--- config.mk ---
export PLATFORM = sky130hd
export DESIGN_NAME = lcm_unit_flat
export DESIGN_NICKNAME = d
export VERILOG_FILES = /design/src/rtl/lcm_unit_if.sv /design/src/rtl/lcm_unit.sv /design/src/flat_wrapper.sv
export SDC_FILE = /design/constraint.sdc
export NUM_CORES = 1
export LEC_CHECK = 0
export ABC_CLOCK_PERIOD_IN_PS = 4200
export BUFFER_PORTS_ARGS = -buffer_cell sky130_fd_sc_hd__buf_2
export CAP_MARGIN = 20
export CORE_MARGIN = 2
export CORE_UTILIZATION = 51
export CTS_CLUSTER_SIZE = 14
export DETAILED_ROUTE_END_ITERATION = 8
export HOLD_SLACK_MARGIN = 0.02
export PLACE_DENSITY_LB_ADDON = 0.12
export SYNTH_ARGS = -nofsm -noshare
export SYNTH_HDL_FRONTEND = slang
export SYNTH_SLANG_ARGS = --single-unit
--- constraint.sdc ---
create_clock -name clk -period 4.2 [get_ports clk]
set_input_delay 1.05 -clock clk [delete_from_list [all_inputs] [get_ports clk]]
set_output_delay 1.05 -clock clk [all_outputs]
set_load 0.02 [all_outputs]
--- src/rtl/lcm_unit_if.sv ---
// Handshake bundle between the gcd stage, the lcm unit and its consumer.
// The master side supplies operands and takes results; the slave side is the lcm unit.
interface lcm_unit_if #(
    parameter int WIDTH = 8
);
    logic [WIDTH-1:0]   a;
    logic [WIDTH-1:0]   b;
    logic [WIDTH-1:0]   g;
    logic               in_valid;
    logic               in_ready;
    logic [2*WIDTH-1:0] lcm;
    logic               err;
    logic               out_valid;
    logic               out_ready;

    modport master (
        output a, b, g, in_valid, out_ready,
        input  in_ready, lcm, err, out_valid
    );

    modport slave (
        input  a, b, g, in_valid, out_ready,
        output in_ready, lcm, err, out_valid
    );
endinterface

--- src/rtl/lcm_unit.sv ---
// Computes lcm(a,b) = (a / g) * b from a gcd result g, using a WIDTH-cycle restoring divide
// followed by a WIDTH-cycle shift-add multiply; flags g values that cannot be the gcd of a.
module lcm_unit #(
    parameter int WIDTH = 8
) (
    input  logic        clk,
    input  logic        rst,
    lcm_unit_if.slave   bus
);
    localparam int CW = (WIDTH > 1) ? $clog2(WIDTH) : 1;

    typedef enum logic [1:0] {IDLE, DIV, MUL, DONE} state_t;

    state_t             state;
    logic [CW-1:0]      cnt;
    logic [WIDTH-1:0]   b_reg;
    logic [WIDTH-1:0]   g_reg;
    logic [WIDTH-1:0]   rem;
    logic [WIDTH-1:0]   quo;
    logic [2*WIDTH-1:0] mcand;
    logic [2*WIDTH-1:0] prod;
    logic [WIDTH:0]     trial;
    logic [WIDTH-1:0]   diff;
    logic               take;
    logic               bad;

    // One restoring-division step: shift the next dividend bit into the partial remainder.
    // A zero divisor never subtracts, so the quotient stays 0 and the error path reports it.
    always_comb begin
        trial = {rem, quo[WIDTH-1]};
        diff  = trial[WIDTH-1:0] - g_reg;
        take  = (g_reg != '0) && (trial >= {1'b0, g_reg});
        bad   = (g_reg == '0) || (rem != '0);
    end

    // quo first holds the dividend and fills with quotient bits during DIV; during MUL
    // it is shifted right one quotient bit per edge. Results are registered on the first
    // DONE cycle, which places out_valid 2*WIDTH+1 edges after the accepting edge.
    always_ff @(posedge clk) begin
        if (rst) begin
            state         <= IDLE;
            cnt           <= '0;
            b_reg         <= '0;
            g_reg         <= '0;
            rem           <= '0;
            quo           <= '0;
            mcand         <= '0;
            prod          <= '0;
            bus.lcm       <= '0;
            bus.err       <= 1'b0;
            bus.out_valid <= 1'b0;
            bus.in_ready  <= 1'b1;
        end else begin
            case (state)
                IDLE: begin
                    if (bus.in_valid) begin
                        quo          <= bus.a;
                        b_reg        <= bus.b;
                        g_reg        <= bus.g;
                        rem          <= '0;
                        cnt          <= '0;
                        bus.in_ready <= 1'b0;
                        state        <= DIV;
                    end
                end
                DIV: begin
                    rem <= take ? diff : trial[WIDTH-1:0];
                    quo <= {quo[WIDTH-2:0], take};
                    cnt <= cnt + CW'(1);
                    if (cnt == CW'(WIDTH - 1)) begin
                        cnt   <= '0;
                        prod  <= '0;
                        mcand <= {{WIDTH{1'b0}}, b_reg};
                        state <= MUL;
                    end
                end
                MUL: begin
                    if (quo[0]) begin
                        prod <= prod + mcand;
                    end
                    mcand <= mcand << 1;
                    quo   <= quo >> 1;
                    cnt   <= cnt + CW'(1);
                    if (cnt == CW'(WIDTH - 1)) begin
                        cnt   <= '0;
                        state <= DONE;
                    end
                end
                DONE: begin
                    if (!bus.out_valid) begin
                        bus.out_valid <= 1'b1;
                        bus.err       <= bad;
                        bus.lcm       <= bad ? '0 : prod;
                    end else if (bus.out_ready) begin
                        bus.out_valid <= 1'b0;
                        bus.in_ready  <= 1'b1;
                        state         <= IDLE;
                    end
                end
                default: state <= IDLE;
            endcase
        end
    end
endmodule

--- src/flat_wrapper.sv ---
// flat-port wrapper written by rule: the top's interface ports become plain ports
module lcm_unit_flat 
#(
    parameter int WIDTH = 8
)
  (clk, rst, bus_a, bus_b, bus_g, bus_in_valid, bus_out_ready, bus_in_ready, bus_lcm, bus_err, bus_out_valid);
  lcm_unit_if #(.WIDTH(WIDTH)) bus_i ();
  input  logic clk;
  input  logic rst;
  input wire logic [$bits(bus_i.a)-1:0] bus_a;
  input wire logic [$bits(bus_i.b)-1:0] bus_b;
  input wire logic [$bits(bus_i.g)-1:0] bus_g;
  input wire logic [$bits(bus_i.in_valid)-1:0] bus_in_valid;
  input wire logic [$bits(bus_i.out_ready)-1:0] bus_out_ready;
  output wire logic [$bits(bus_i.in_ready)-1:0] bus_in_ready;
  output wire logic [$bits(bus_i.lcm)-1:0] bus_lcm;
  output wire logic [$bits(bus_i.err)-1:0] bus_err;
  output wire logic [$bits(bus_i.out_valid)-1:0] bus_out_valid;
  assign bus_i.a = bus_a;
  assign bus_i.b = bus_b;
  assign bus_i.g = bus_g;
  assign bus_i.in_valid = bus_in_valid;
  assign bus_i.out_ready = bus_out_ready;
  assign bus_in_ready = bus_i.in_ready;
  assign bus_lcm = bus_i.lcm;
  assign bus_err = bus_i.err;
  assign bus_out_valid = bus_i.out_valid;
  lcm_unit #(.WIDTH(WIDTH)) u_core (.clk(clk), .rst(rst), .bus(bus_i));
endmodule
# --- Word level (Yosys, flattened, before mapping) ---
# Cells that the tools add are included.
word_totals:
  ff_bits: 88
  input_bits: 28
  output_inout_bits: 19
  wordCells: 74
op_classes:
  addsub: 3
  magnitude_cmp: 1
  n_eq_ne: 10
  muxes: 26
  n_bitwise: 1
  n_reduce_logical: 21
ops:
  columns: ["operator", "count"]
  rows:
  - ["16-bit 2-to-1 mux", 4]
  - ["16-bit one-hot mux with 2 select lines", 2]
  - ["8-bit 2-to-1 mux", 3]
  - ["8-bit one-hot mux with 3 select lines", 1]
  - ["16-bit adder", 1]
  - ["8-bit one-hot mux with 2 select lines", 1]
  - ["8-bit nonzero test", 2]
  - ["2-bit AND reduction", 6]
  - ["2-bit 2-to-1 mux", 5]
  - ["9-bit by 8-bit >= comparator with 1-bit output", 1]
  - ["8-bit logical NOT", 1]
  - ["2-bit by 1-bit inequality test with 1-bit output, second input constant", 4]
  - ["2-bit one-hot mux with 4 select lines", 1]
  - ["2-bit nonzero test", 4]
  - ["8-bit subtractor", 1]
  - ["3-bit 2-to-1 mux", 2]
  - ["3-bit one-hot mux with 2 select lines", 1]
  - ["1-bit 2-to-1 mux", 5]
  - ["5-bit AND reduction", 1]
  - ["2-bit equality test, second input constant", 2]
  - ["2-bit inequality test, second input constant", 2]
  - ["4-bit AND reduction", 1]
  - ["3-bit by 1-bit adder with 3-bit output, second input constant", 1]
  - ["3-bit equality test, second input constant", 1]
  - ["9 further kinds", 9]

# --- Depth between registers and ports, before layout ---
logic_depth:
  ltp_word: 4
  mapped_depth: 10
  ltp_nobuf: 10

# --- Least setup slack after synthesis ---
# Ideal clock, no wire load.
synth_path:
  path_kind: "register -> register"
  from: "register u_core.prod[0]"
  to: "register u_core.prod[12]"
  setup_ps: 129
  arrival_ps: 2143
  required_time_ps: 4071
  slack_ps: 1928
  stages_incl_launch_ff: 10
  path_buffers: 0
  synth_period_minus_slack_ps: 2272
  cell_sequence: "dfxtp_1 ha_1 fa_1 a21oi_1 o21ai_0 o211a_1 a221o_1 a21oi_1 xor2_1 o21ai_0"
synth_between:
  elab_chain_cells: 3
synth_rtl:
  columns: ["element", "line_no", "source"]
  rows:
  - ["start, declared", "lcm_unit.sv:21", "logic [2*WIDTH-1:0] prod;"]
  - ["start signal, assigned", "lcm_unit.sv:79", "prod <= prod + mcand;"]
  - ["16-bit adder", "lcm_unit.sv:79", null]
  - ["16-bit 2-to-1 mux", "lcm_unit.sv:78", "if (quo[0]) begin"]
  - ["16-bit one-hot mux with 2 select lines", "lcm_unit.sv:54", "case (state)"]
# Every way passes these cells. The select of a mux whose other input is x is not followed.
# A chain may end at the register's enable or synchronous reset.

# --- Worst setup path after layout ---
layout_path:
  from: "register u_core.state[1]"
  to: "register u_core.prod[15]"
layout_between:
  elab_chain_cells: 3
  elab_cells_between_ends: 7
  cone_classes: "eq/ne (4); mux (1); reduce/logical (2)"
layout_rtl:
  columns: ["element", "line_no", "source"]
  rows:
  - ["start, declared", "lcm_unit.sv:14", "state_t state;"]
  - ["start signal, assigned", "lcm_unit.sv:41", "state <= IDLE;"]
  - ["start signal, assigned", "lcm_unit.sv:63", "state <= DIV;"]
  - ["start signal, assigned", "lcm_unit.sv:74", "state <= MUL;"]
  - ["2-bit equality test or 2-bit by 1-bit equality test with 1-bit output (tied branches)", "lcm_unit.sv:54", null]
  - ["2-bit by 1-bit inequality test with 1-bit output (no source line) or 2-bit nonzero test (tied branches)", null, null]
  - ["3-bit AND reduction (no source line)", null, null]
# Parallel ways exist; a longest one is shown, timed or not.

==> flow_metrics.py <==
metrics = {
    "status": {
        "status": "completed",
    },
    "power": {
        "ir_drop_mv": 0.288,
        "combPwrFrac_pct": 41.6,
        "internal_power_mw": 1.62,
        "p_clk_share_pct": 20.2,
        "p_leak_nw": 2.02,
        "power.share.switching_pct": 41.8,
        "seqPwrFrac_pct": 38.2,
        "p_sw_mw": 1.16,
        "power_density_nw_per_um2": 564,
    },
    "global_routing": {
        "grt-ovfl-total": 0,
        "grt_start_max_net_pins": 51,
        "grtUsageTotal_pct": 21.2,
        "antenna_found_initial": 0,
        "grt_pass1_vias": 3644,
        "grt_pass1_wl_um": 16800,
    },
    "timing": {
        "period_needed_ns": 2.55,
        "worst_clock_skew_ns": 0.0150,
        "maxSlewHeadroom_pct": 38.3,
        "tightest_slew_ns": 0.921,
        "setup_viol": 0,
        "period_share_pct": 60.8,
        "hold_viol": 0,
        "max_freq_ghz": 0.391,
        "rsz0062_at_grt": "no",
        "fin_setup_tns_ns": 0,
        "maxSlewViolCount": 0,
    },
    "logic_synthesis": {
        "synth_fa_ha_area_share_pct": 9.05,
        "synth_compound_area_share_pct": 24.3,
        "synth_flop_cell": "dfxtp_1",
        "yosysWarnings": 0,
        "yosys.area_share.xor_xnor_pct": 3.15,
        "synth-simple-area-share_pct": 17.7,
        "ys_seq_area_share_pct": 39.6,
        "synth-async-reset-ratio_pct": 0,
        "synth_cell_types": 55,
        "ys_ff_latch": 88,
        "synth_top_family_by_area": "compound AO/OA/AOI/OAI gates",
        "syn_inst": 525,
        "avgSynthCellArea_um2": 8.48,
        "synth_edf_count": 0,
        "muxShareOfSynthArea_pct": 2.70,
        "mappedNetlistArea_um2": 4450,
        "syn_nets": 584,
    },
    "drt": {
        "ant_nets": 0,
        "vias_per_cell": 5.65,
        "via_count": 3783,
        "wl_per_cell_um": 14.4,
        "drt_iter0_drc": 125,
        "drc": 0,
        "wl_um": 9630,
        "first_pass_iters": 4,
    },
    "final_layout": {
        "antennaDiodeCount": 0,
        "drive_gt1_share_pct": 13.2,
        "final_common_cell": "dfxtp_1",
        "postLayoutCoreUtil_pct": 57.3,
        "areaGrowthSynthToFinish_pct": 10.6,
        "layout_common_cells": "dfxtp_1, nor2_1, nand2_1",
        "top_regs": "u_core.bus.lcm: 16 flops, u_core.mcand: 16 flops, u_core.prod: 16 flops",
        "layout.nets": 616,
    },
    "clock_tree": {
        "cts_htree_levels": 3,
        "post_cts_buffers": 0,
        "cts_made_buffers": 9,
        "clk_latency_ns": 0.37,
        "cts_sinks": 88,
        "cts.path.max_buffers": 2,
        "cts_tree": "built",
        "cts_root_buffer": "clkbuf_8",
        "cts_resized": 0,
        "clk_pin_slew_worst_paths_ns": 0.09,
        "ctsHoldBuffers": 0,
    },
    "setup_path": {
        "crit_type": "reg2reg",
        "slowest_delay_ns": 0.74,
        "critPathMaxFanout": 24,
        "critPathTopFamily": "simple AND/OR/NAND/NOR gates",
        "cp_num_buf_inv": 1,
        "slowest_stage": "ha_1",
        "required_ns": 4.49,
        "cp_cell_sequence": "inv_1 > ha_1 > and4_1 > nand2b_1 > nor3b_1 > mux2i_1 > o211ai_1",
        "endpoint_kind": "flip-flop",
        "crit_path_start_kind": "flip-flop",
        "critical_path_arrival_ns": 2.84,
    },
    "floorplan": {
        "dieArea_um2": 9490,
        "die_y_um": 97.4,
        "rows": 34,
        "die_x_um": 97.4,
        "initial_core_util_pct": 51.8,
        "fp.coreArea_um2": 8590,
        "io-pin-count": 47,
    },
    "placement": {
        "portBuffers": 46,
        "dp_hpwl_um": 6880,
        "place_congestion": 0.873,
    },
    "flow_run": {
        "cap_violations": 0,
    },
    "hold_path": {
        "hp-class": "reg2reg",
    },
}
==> power groups by stage <==
stage,sequential (mW),combinational [mW],clock (mW)
5_1_grt,1.08,1.31,0.617
3_3_place_gp,1.08,1.11,0
2_1_floorplan,1.05,0.934,0
3_5_place_dp,1.08,1.14,0
6_report,1.06,1.15,0.561
4_1_cts,1.06,1.15,0.577
==> synthesized netlist by cell type, types with 6 or more instances <==
library cell / number / area (um^2)
dfxtp_1: 88 / 1760
nor2b_1: 8 / 50.1
a21oi_1: 47 / 235
nor2_1: 63 / 236
nor3_1: 8 / 40.0
a22oi_1: 35 / 263
mux2i_1: 12 / 120
inv_1: 13 / 48.8
ha_1: 29 / 363
xor2_1: 10 / 87.6
clkbuf_1: 27 / 101
nand2_1: 62 / 233
xnor2_1: 6 / 52.6
a211oi_1: 17 / 128
nand2b_1: 10 / 62.6
o21ai_0: 25 / 125
==> cells by family (layout without fill, tap and decap cells) <==
logic type	after synthesis	after routing
AND/OR/NAND/NOR	175	175
AO/OA/AOI/OAI	161	161
flip-flops	88	88
buffers and inverters	42	79
adder cells (fa/ha/maj)	31	31
XOR/XNOR	16	16
multiplexers	12	12
==> path summary, 6_finish.rpt <==
kind | start | endpoint | slack (ns) | cells past startpoint
setup / recovery | u_core.state[1] | u_core.prod[15] | 1.65 | 7
hold / removal | u_core.b_reg[0] | u_core.b_reg[0] | 0.46 | 2
setup reg to reg | u_core.state[1] | u_core.prod[15] | 1.65 | 7
hold reg to reg | u_core.b_reg[0] | u_core.b_reg[0] | 0.46 | 2
==> worst reg2reg max path, stage by stage (launching register included) <==
cell	delay, ns
dfxtp_1	0.40
inv_1	0.08
ha_1	0.74
and4_1	0.50
nand2b_1	0.29
nor3b_1	0.29
mux2i_1	0.10
o211ai_1	0.09
==> through the flow <==
stage	total power, mW	hold slack (ns)	instances	setup slack, ns	instance area, um^2
after floorplan	1.99	0.436	525	1.93	4450
after global placement	2.19	0.443	653	1.58	4730
after detailed placement	2.22	0.447	653	1.55	4730
after CTS	2.78	0.461	669	1.64	4910
after global routing	3.01	0.475	670	1.46	4920
final	2.77	0.462	670	1.65	4920
==> per-layer routing <==
layer	up-vias	global-route usage [%]	part of all wire, %
li1	1941	-	-
met1	1768	27.4	49
met2	63	35.6	47
met3	11	4.03	3.4
met4	0	7.16	1.2
met5	-	0	0
==> layout make-up <==
type / count / area, um^2
well taps: 108 / 135
repair buffers: 50 / 260
multi-input cells: 395 / 2530
clock buffers: 9 / 124
flip-flops and latches: 88 / 1760
fillers: 803 / 3670
inverters: 13 / 48.8
clock inverters: 7 / 61.3
Power figures use the tool's default switching activity.
